==> src/rtl/muntjac_pkg.sv <==
// Shared definitions for the page-table walker PTE cache.
//
// Contents:
//   PhysAddrLen        physical address width (56)
//   PteTagLen          tag width, PhysAddrLen-3 (PTEs are 8-byte aligned)
//   PTE_V_BIT          index of the PTE valid bit
//   ptw_cache_state_e  request-handling state of the cache
//   pte_tag_to_addr    rebuilds a PTE byte address from a stored tag

package muntjac_pkg;

  localparam int PhysAddrLen = 56;
  localparam int PteTagLen   = PhysAddrLen - 3;
  localparam int PTE_V_BIT   = 0;

  typedef enum logic [1:0] {
    StateIdle = 2'd0,
    StateReq  = 2'd1,
    StateWait = 2'd2
  } ptw_cache_state_e;

  function automatic logic [PhysAddrLen-1:0] pte_tag_to_addr(input logic [PteTagLen-1:0] tag);
    return {tag, 3'b000};
  endfunction

endpackage

==> src/rtl/muntjac_ptw_pte_cache_cam.sv <==
// Fully-associative storage for cached PTEs with a parallel tag compare.
//
// Ports:
//   clk_i, rst_ni  clock, asynchronous active-low reset (clears valid bits only)
//   lookup_tag     tag presented for the combinational compare
//   hit            some valid entry holds lookup_tag
//   hit_data       data of the matching entry (zero when no hit)
//   flush          clears every valid bit; wins over a simultaneous fill
//   fill_en        write fill_tag/fill_data into slot fill_idx and mark it valid
//   fill_idx       slot written by a fill
//   fill_tag       tag written by a fill
//   fill_data      PTE data written by a fill

module muntjac_ptw_pte_cache_cam
  import muntjac_pkg::*;
#(
  parameter int NumEntries = 8,
  localparam int IdxW = (NumEntries > 1) ? $clog2(NumEntries) : 1
) (
  input  logic                 clk_i,
  input  logic                 rst_ni,
  input  logic [PteTagLen-1:0] lookup_tag,
  output logic                 hit,
  output logic [63:0]          hit_data,
  input  logic                 flush,
  input  logic                 fill_en,
  input  logic [IdxW-1:0]      fill_idx,
  input  logic [PteTagLen-1:0] fill_tag,
  input  logic [63:0]          fill_data
);

  logic [NumEntries-1:0] valid_q;
  logic [PteTagLen-1:0]  tag_q  [NumEntries];
  logic [63:0]           data_q [NumEntries];

  always_ff @(posedge clk_i or negedge rst_ni) begin
    if (!rst_ni) begin
      valid_q <= '0;
    end else if (flush) begin
      valid_q <= '0;
    end else if (fill_en) begin
      valid_q[fill_idx] <= 1'b1;
    end
  end

  // Tag and data need no reset: nothing reads them until the valid bit is set.
  always_ff @(posedge clk_i) begin
    if (fill_en) begin
      tag_q[fill_idx]  <= fill_tag;
      data_q[fill_idx] <= fill_data;
    end
  end

  // Tags are unique among valid entries, so OR-ing matching data is a clean mux.
  always_comb begin
    hit      = 1'b0;
    hit_data = '0;
    for (int i = 0; i < NumEntries; i++) begin
      if (valid_q[i] && (tag_q[i] == lookup_tag)) begin
        hit      = 1'b1;
        hit_data = hit_data | data_q[i];
      end
    end
  end

endmodule

==> src/rtl/muntjac_ptw_pte_cache.sv <==
// PTE cache between the page-table walker and the data-side memory arbiter.
// Answers 8-byte PTE reads from a small fully-associative cache; misses are
// forwarded downstream, and valid returned PTEs are cached round-robin.
// flush_i (SFENCE.VMA / satp write) invalidates the whole cache.
//
// Optional feature: define MUNTJAC_PTW_PTE_CACHE_STATS_EN to add saturating
// hit/miss counters on hit_count_o / miss_count_o.
//
// Ports:
//   clk_i, rst_ni       clock, asynchronous active-low reset
//   flush_i             invalidate all cached entries
//   req_ready_o         walker request can be accepted (idle)
//   req_valid_i         walker request valid
//   req_address_i       PTE byte address, 8-byte aligned
//   resp_valid_o        one-cycle response strobe, no backpressure
//   resp_data_o         PTE data, meaningful only with resp_valid_o
//   mem_req_ready_i     downstream accepts the request
//   mem_req_valid_o     downstream request valid
//   mem_req_address_o   downstream address
//   mem_resp_valid_i    downstream response strobe
//   mem_resp_data_i     downstream response data
//   hit_count_o         (stats only) hit handshakes, saturating
//   miss_count_o        (stats only) miss handshakes, saturating

module muntjac_ptw_pte_cache
  import muntjac_pkg::*;
#(
  parameter int NumEntries = 8
) (
  input  logic                   clk_i,
  input  logic                   rst_ni,
  input  logic                   flush_i,
  output logic                   req_ready_o,
  input  logic                   req_valid_i,
  input  logic [PhysAddrLen-1:0] req_address_i,
  output logic                   resp_valid_o,
  output logic [63:0]            resp_data_o,
  input  logic                   mem_req_ready_i,
  output logic                   mem_req_valid_o,
  output logic [PhysAddrLen-1:0] mem_req_address_o,
  input  logic                   mem_resp_valid_i,
  input  logic [63:0]            mem_resp_data_i
`ifdef MUNTJAC_PTW_PTE_CACHE_STATS_EN
  ,
  output logic [31:0]            hit_count_o,
  output logic [31:0]            miss_count_o
`endif
);

  localparam int IdxW = (NumEntries > 1) ? $clog2(NumEntries) : 1;

  ptw_cache_state_e     state_q, state_d;
  logic [PteTagLen-1:0] req_tag;
  logic [PteTagLen-1:0] miss_tag_q;
  logic                 resp_valid_q;
  logic [63:0]          resp_data_q;
  logic                 flush_pending_q;
  logic [IdxW-1:0]      repl_ptr_q;

  logic                 cam_hit;
  logic [63:0]          cam_hit_data;
  logic                 hit_accept;
  logic                 miss_accept;
  logic                 resp_event;
  logic                 mem_req_valid;
  logic                 fill_en;

  // The low address bits are always zero for an aligned PTE.
  logic                 unused_addr_bits;
  assign unused_addr_bits = ^req_address_i[2:0];

  assign req_tag = req_address_i[PhysAddrLen-1:3];

  // A response that carries an invalid PTE, or arrives after a flush that
  // raced the miss, must not populate the cache.
  assign fill_en = resp_event && mem_resp_data_i[PTE_V_BIT] && !flush_pending_q && !flush_i;

  muntjac_ptw_pte_cache_cam #(
    .NumEntries(NumEntries)
  ) u_cam (
    .clk_i     (clk_i),
    .rst_ni    (rst_ni),
    .lookup_tag(req_tag),
    .hit       (cam_hit),
    .hit_data  (cam_hit_data),
    .flush     (flush_i),
    .fill_en   (fill_en),
    .fill_idx  (repl_ptr_q),
    .fill_tag  (miss_tag_q),
    .fill_data (mem_resp_data_i)
  );

  always_ff @(posedge clk_i or negedge rst_ni) begin
    if (!rst_ni) begin
      state_q <= StateIdle;
    end else begin
      state_q <= state_d;
    end
  end

  // A flush in the handshake cycle beats a hit, so that lookup becomes a miss.
  // A downstream response in the accept cycle completes the miss immediately.
  always_comb begin
    state_d       = state_q;
    hit_accept    = 1'b0;
    miss_accept   = 1'b0;
    resp_event    = 1'b0;
    mem_req_valid = 1'b0;
    unique case (state_q)
      StateIdle: begin
        if (req_valid_i) begin
          if (cam_hit && !flush_i) begin
            hit_accept = 1'b1;
          end else begin
            miss_accept = 1'b1;
            state_d     = StateReq;
          end
        end
      end
      StateReq: begin
        mem_req_valid = 1'b1;
        if (mem_req_ready_i) begin
          if (mem_resp_valid_i) begin
            resp_event = 1'b1;
            state_d    = StateIdle;
          end else begin
            state_d = StateWait;
          end
        end
      end
      StateWait: begin
        if (mem_resp_valid_i) begin
          resp_event = 1'b1;
          state_d    = StateIdle;
        end
      end
      default: state_d = StateIdle;
    endcase
  end

  always_ff @(posedge clk_i or negedge rst_ni) begin
    if (!rst_ni) begin
      resp_valid_q    <= 1'b0;
      resp_data_q     <= '0;
      miss_tag_q      <= '0;
      flush_pending_q <= 1'b0;
      repl_ptr_q      <= '0;
    end else begin
      resp_valid_q <= hit_accept | resp_event;
      if (hit_accept) begin
        resp_data_q <= cam_hit_data;
      end else if (resp_event) begin
        resp_data_q <= mem_resp_data_i;
      end
      if (miss_accept) begin
        miss_tag_q <= req_tag;
      end
      if (resp_event) begin
        flush_pending_q <= 1'b0;
      end else if (flush_i && (state_q != StateIdle)) begin
        flush_pending_q <= 1'b1;
      end
      if (fill_en) begin
        repl_ptr_q <= repl_ptr_q + IdxW'(1);
      end
    end
  end

  assign req_ready_o       = (state_q == StateIdle);
  assign resp_valid_o      = resp_valid_q;
  assign resp_data_o       = resp_data_q;
  assign mem_req_valid_o   = mem_req_valid;
  assign mem_req_address_o = pte_tag_to_addr(miss_tag_q);

`ifdef MUNTJAC_PTW_PTE_CACHE_STATS_EN
  logic [31:0] hit_count_q;
  logic [31:0] miss_count_q;

  // Counters saturate rather than wrap and ignore flushes.
  always_ff @(posedge clk_i or negedge rst_ni) begin
    if (!rst_ni) begin
      hit_count_q  <= '0;
      miss_count_q <= '0;
    end else begin
      if (hit_accept && (hit_count_q != 32'hFFFF_FFFF)) begin
        hit_count_q <= hit_count_q + 32'd1;
      end
      if (miss_accept && (miss_count_q != 32'hFFFF_FFFF)) begin
        miss_count_q <= miss_count_q + 32'd1;
      end
    end
  end

  assign hit_count_o  = hit_count_q;
  assign miss_count_o = miss_count_q;
`else
  // Statistics disabled: no counters are built.
`endif

endmodule

==> config.mk <==
export PLATFORM = sky130hd
export DESIGN_NAME = muntjac_ptw_pte_cache
export DESIGN_NICKNAME = d
export VERILOG_FILES = /design/src/rtl/muntjac_pkg.sv /design/src/rtl/muntjac_ptw_pte_cache_cam.sv /design/src/rtl/muntjac_ptw_pte_cache.sv
export SDC_FILE = /design/constraint.sdc
export NUM_CORES = 2
export LEC_CHECK = 0
export ABC_AREA = 1
export CAP_MARGIN = 15
export CORE_UTILIZATION = 30
export DETAILED_ROUTE_END_ITERATION = 10
export HOLD_SLACK_MARGIN = 0.08
export SYNTH_ARGS = -nofsm -noshare
export SYNTH_HDL_FRONTEND = slang
export SYNTH_SLANG_ARGS = --single-unit
==> constraint.sdc <==
create_clock -name clk_i -period 8.4 [get_ports clk_i]
set_input_delay 1.68 -clock clk_i [delete_from_list [all_inputs] [get_ports clk_i]]
set_output_delay 1.68 -clock clk_i [all_outputs]
set_load 0.01 [all_outputs]
==> impl_metrics.tcl <==
set metrics [dict create \
    timing.final.crit_share_pct 72.04 \
    ys_seq_area_share_pct 68.59 \
    yosys.area_share.simple_pct 21.46 \
    cts_buffer_depth 3 \
    nets 4615 \
    post-route-cell-area_um2 53840 \
    vdd_drop_max_mv 0.1553 \
    seqPwrFrac_pct 50.9 \
    syn-mean-instance-area_um2 10.67 \
    leakagePower_uw 0.02082 \
    p_sw_share_pct 27.56 \
    min_period_ns 6.051 \
    timing.rr.end "resp_data_o[6]" \
    p_int_uw 9918 \
    coreArea_um2 151700 \
    cp_max_fo 68 \
    yosys_register_bits 1068 \
    vias 32927 \
    r2r.worst_path.cells 15 \
    die-area_um2 154200 \
    synth_top_family_by_area "simple AND/OR/NAND/NOR gates" \
    worstHoldPathCells 2 \
    dieWidth_um 392.7 \
    cts_buffers 108 \
    ant_nets 0 \
    grt_first_pass_wirelength_um 218900 \
    power_switching_uw 3772 \
    reg2reg_slack_ns 4.07 \
    htree_num_levels 3 \
    cap_violations 0 \
    hold_viol 0 \
    post_dp_cell_area_um2 50250 \
    synth.top_cell.area_share_pct 61.38 \
    synthAdderAreaFrac_pct 0.1093 \
    start_kind "primary input" \
    clk_pin_slew_worst_paths_ns 0.06 \
    status "completed" \
    row_count 143 \
    syn-cell-area_um2 45790 \
    setup_tns_ns 0 \
    regArea_um2 31410 \
    r2r_start "u_cam.tag_q[5][41]" \
    fmax_mhz 165.3 \
    layout.cells.non_filler 6619 \
    worst_slew_pin_slew_ns 1.194 \
    clkSinkCount 1068 \
    drt_iter0_drc 4197 \
    root_buffer "clkbuf_16" \
    grt_max_degree 85 \
    post_cts_buffers 0 \
    gp_congestion 0.9288 \
    start_util_pct 30.18 \
    synth_cells 4292 \
    grt_pass1_vias 30149 \
    synthXorXnorAreaFrac_pct 0.7842 \
    dr.pass1.iters 6 \
    muxShareOfSynthArea_pct 0 \
    nFillCells 15066 \
    dp.cells 6404 \
    setup_viol 0 \
    p_clk_share_pct 35.6 \
    min_path_type "flip-flop to flip-flop" \
    io_buffers 242 \
    powerDensity_nw_per_um2 254.3 \
    clock_latency_ns 0.74 \
    synth_cell_types 26 \
    fp.dieH_um 392.7 \
    io_pins 249 \
    wl_per_cell_um 23.38 \
    critPathKind "primary input to flip-flop" \
    antenna_found_initial 17 \
    crit_start "req_address_i[28]" \
    hold_start "u_cam.valid_q[0]" \
    end_kind "flip-flop" \
    ctsHoldBuffers 0 \
    dp_hpwl_um 94530 \
    fin_skew_ns 0.03699 \
    tritoncts "yes" \
    cp.required_ns 9.01 \
    min_to "u_cam.valid_q[0]" \
    rsz0062_at_grt "no" \
    cts_resized 0 \
    drc 0 \
    drive_gt1_share_pct 7.489 \
    pwr-share-comb_pct 13.6 \
    syn_to_final_growth_pct 17.58 \
    synth_compound_area_share_pct 3.478 \
    viasPerCell 4.975 \
    yosys_warnings 0 \
    pre_cts_slack_ns 1.743 \
    crit_arrival_ns 6.66 \
    ys_top_cells_by_area "edfxtp_1 (61%), nand2_1 (11%), dfrtp_1 (7.2%)" \
    setup_slack_ns 2.349 \
    slew_viol_final 0 \
    grt-ovfl-total 0 \
    timing.slew.headroom_pct 20.39 \
    track_usage_pct 19.66 \
    finalWirelength_um 154700 \
    synth_area_leader_cell "edfxtp_1" \
    multi_input_comb_area_um2 12040 \
]
## synth_stat cells
| library cell | number |
|---|---|
| nand2_1 | 1294 |
| edfxtp_1 | 936 |
| nand3_1 | 521 |
| inv_1 | 342 |
| nor2_1 | 297 |
| buf_2 | 168 |
| o21ai_0 | 148 |
| dfrtp_1 | 132 |
| nand4_1 | 129 |
| or2_2 | 65 |
| o21a_1 | 64 |
| o21ai_1 | 50 |
| xor2_1 | 41 |
| inv_2 | 35 |
| buf_6 | 17 |
| o22ai_1 | 17 |
| clkbuf_1 | 16 |
| buf_1 | 5 |
| ha_1 | 4 |
| a21oi_1 | 3 |
| buf_4 | 3 |
| conb_1 | 1 |
| nand2_2 | 1 |
| nand3_2 | 1 |
| nand4_2 | 1 |
| nor3_1 | 1 |
## placed cells by master, fill, tap and decap left out, types with 3 or more instances in the layout
cell type,instances
conb_1,3
bufinv_16,5
nor2_4,25
clkinv_2,18
diode_2,9
dfrtp_1,132
edfxtp_1,936
nand3_1,521
nand2_1,1294
nand4_1,129
buf_4,42
clkinv_1,10
ha_1,4
o22ai_1,17
clkdlybuf4s50_1,241
o21ai_0,148
clkbuf_1,30
buf_12,5
a21oi_1,3
nor2_1,272
clkbuf_16,109
clkbuf_8,21
inv_1,341
o21ai_1,50
xor2_1,41
clkinv_8,5
inv_2,36
o21a_1,64
or2_2,65
## metal layers
metal  global-route usage, %  up-vias  share of wire, %
li1                        -    14884                 -
met1                   27.19    16257                42
met2                   30.88     1559                46
met3                   3.304      217               8.9
met4                   7.195       10               3.0
met5                       0        -             0.034
## final cells by class
type / count / area share, %
sequential: 1068 / 58.34
multi-input combinational: 2640 / 22.37
clock buffer: 160 / 5.812
timing repair buffer: 290 / 5.287
tap: 2030 / 4.717
inverter: 377 / 2.628
clock inverter: 45 / 0.8064
antenna: 9 / 0.04183
## worst max path at each step
stage	to	slack (ns)	depth (start not counted)
floorplan	u_cam.data_q[0][0]	0.19	8
global placement	resp_data_o[5]	1.78	16
detailed placement	resp_data_o[6]	1.74	16
CTS	resp_data_o[38]	2.52	16
global route	resp_data_o[45]	2.10	16
finish	resp_data_o[6]	2.35	16
## stage by stage
step           power, µW  hold WS [ns]  util (%)
4_1_cts            13760        0.5139     35.47
6_report           13690        0.5077     35.49
3_3_place_gp        8890        0.4824     33.12
3_5_place_dp        8930        0.4977     33.12
5_1_grt            14130        0.5399     35.48
2_1_floorplan       7608        0.4468         -
## power by group through the flow
stage	Clock, µW	Combinational [µW]	Sequential, µW
floorplan	0	753	6850
global placement	0	1830	7060
detailed placement	0	1860	7070
CTS	4920	1870	6960
global route	5110	2040	6990
finish	4870	1860	6960
## worst max-delay path, cell delays in order
cell and delay, ns:
clkdlybuf4s50_1 0.95, inv_1 0.40, nand2_1 0.22, nand2_1 0.07, nor2_1 0.26, nand2_1 0.09, nor2_1 0.11, nand2_1 0.13
nor2_4 0.53, nand2_1 0.11, nand2_1 0.18, nor2_1 0.08, nand2_2 0.17, nand4_4 0.73, buf_12 0.56, o21a_1 0.24
## logic make-up after synthesis
| group | Yosys count |
|---|---|
| adder cells (fa/ha/maj) | 4 |
| flip-flops | 1068 |
| XOR/XNOR | 41 |
| buffers and inverters | 586 |
| AND/OR/NAND/NOR | 2310 |
| other | 1 |
| AO/OA/AOI/OAI | 282 |
## flip-flops by register name, indices dropped and copies added, names as in the netlist
register / flops
u_cam.valid_q: 8
resp_data_o: 64
u_cam.data_q: 512
state_q: 2
repl_ptr_q: 3
flush_pending_q: 1
miss_tag_q: 53
resp_valid_o: 1
u_cam.tag_q: 424
No activity file was read; power rests on OpenSTA's default activity.
==> edit (config.mk and constraints unchanged) <==
Add a define of `MUNTJAC_PTW_PTE_CACHE_STATS_EN`.
--- a/src/rtl/muntjac_ptw_pte_cache.sv
+++ b/src/rtl/muntjac_ptw_pte_cache.sv
@@ -23,2 +23,4 @@
 //   miss_count_o        (stats only) miss handshakes, saturating
+
+`define MUNTJAC_PTW_PTE_CACHE_STATS_EN
 
Formal check against the unedited RTL (old outputs only; new: hit_count_o and miss_count_o): no difference found for any inputs over 4 cycles, from zero or initial values and one cycle with rst_ni low; that may be too few to reach the edited logic, so the function may still have changed.
==> edit against the original RTL <==
Design area grew 17%; sequential cell count is 64 higher; synthesized area grew 15%; hold slack gained 6.4 ps; fmax decreased by 1.4%; core utilization increased by 0.73 points; wire length is 52% higher; worst setup slack worse by 88 ps; power grew 15%; global-route usage up 6.3 points; largest cell class unchanged; highest routed layer unchanged.
==> edit: results (changes against the original RTL) <==
- The run finished with clean final reports.
* Total of buffers placed on input and output ports: 306 (+26%)
- The post-place instance area was 58400 um^2 (+16%).
- Arrival time of data at the critical path endpoint: 6870 ps (+210 ps)
- Synth unique cells: 43 (+65%)
- Worst relative slew slack: 0.241 (+0.0372)
- Post-synthesis instance total: 5744 (+34%)
* FFs w/ async S/R, synth: 0.173 (+0.0495)
* Met3 track demand over resource: 0.0394 (+0.00639)
* Fin Clk Skew: 57.7 ps (+20.7 ps)
- Post-DR wirelength/cell: 27.6 um (+18%)
- Number of global-route vias before repair: 39500 (+31%)
* Final Routed Wirelength: 235000 um (+52%)
- Number of placed cells counting well taps: 8259 (+29%)
- The number of fill cells in the layout was 17700 (+18%).
- Number of antenna violations at the first check in global routing: 22 (+5)
- In this design, the largest share of critical-path delay is due to buffers and inverters.
- The clock latency reported for the late side of the worst-skew pair is 820 ps (+80 ps).
- Detailed-route wire length on metal 1: 97400 um (+50%)
* Sequential share of the synthesized area: 0.626 (-0.0598)
- Total routing usage reported by global routing: 0.259 (+0.0628)
- The met2 track demand over resource came to 0.433 (+0.124).
- The total met2 wirelength after detailed routing came to 113000 um (+58%).
- H-Tree Level Count: 4 (+1)
* Critical register-to-register path endpoint: resp_data_o[0]
* Number of DRC violations after detailed-routing iteration 0: 4648 (+11%)
- Final-layout worst hold slack: 514 ps (+6.44 ps)
- Final Cell Area: 63100 um^2 (+17%)
* Routed via count: 41800 (+27%)
- Largest net degree at the start of global routing: 118 (+39%)
* Net count of the finished layout: 6201 (+34%)
* Post-DP HPWL: 169000 um (+79%)
- Origin of the worst min-delay path: hit_count_o[31]
- Met1 demand-to-capacity share in global routing: 0.338 (+0.0659)
* Commonest cells post-synth: nand2_1 (2365), edfxtp_1 (936), nor2_1 (600)
- Worst Hold Endpoint: hit_count_o[31]
* Routed wl met3: 15100 um (+10%)
* Number of cells on the worst reg-to-reg path: 17 (+2)
* Leakage power total: 26.4 nW (+27%)
- Most area-consuming cells after synthesis: edfxtp_1 (53%), nand2_1 (17%), dfrtp_1 (9.3%)
* Cell at the root of the clock tree: clkbuf_16
- The maximum single-stage delay on the critical path came to 1140 ps (+190 ps).
* Number of CTS-inserted buffers: 133 (+23%)
==> edit: changes by cell type in the layout (fill, tap and decap cells not counted), sizes merged, moves of 77 or more <==
cell	delta
nand3	-119
nor2	+308
nor3	+95
nand4	-77
o21ai	-140
inv	+189
nand2	+1073
==> edit: kinds of logic after synthesis <==
kind of cell               share of synthesized area
adders and majority gates                    0.00142
DFF                                            0.626
other                                      0.0000711
xor gates and xnor gates                      0.0181
and+or+nand+nor                                0.273
AOI/OAI and AO/OA                             0.0230
buffers and inverters                         0.0586
==> edit: power by group <==
part / switching [mW] / internal, mW
clock: 2.58 / 3.57
sequential: 0.784 / 6.67
combinational: 1.21 / 0.912
total: 4.58 / 11.2
==> edit: layout make-up <==
type                       instances  area share
multi-input combinational       3868       0.265
timing repair buffer             371      0.0581
sequential                      1132       0.523
clock inverter                    63      0.0143
inverter                         563      0.0335
tap                             2325      0.0461
antenna                            7    0.000278
clock buffer                     182      0.0591
==> edit: how the worst max path moves through the flow <==
stage                                 start                 end  slack (ps)  cells after the start
after global routing      req_address_i[26]      resp_data_o[0]        2280                     18
after global placement    req_address_i[26]      resp_data_o[0]        1620                     18
final                     req_address_i[46]      resp_data_o[0]        2260                     18
after CTS                 req_address_i[26]      resp_data_o[0]        2450                     18
after detailed placement  req_address_i[26]      resp_data_o[0]        1580                     18
after floorplan             mem_req_ready_i  u_cam.data_q[0][0]         130                      9
==> edit: worst reg2reg max path: cells and delay by family (launching register included) <==
family / cells / cell delay (ps)
buffers and inverters: 3 / 1150
AND/OR/NAND/NOR: 12 / 2840
AO/OA/AOI/OAI: 2 / 230
flip-flops: 1 / 350
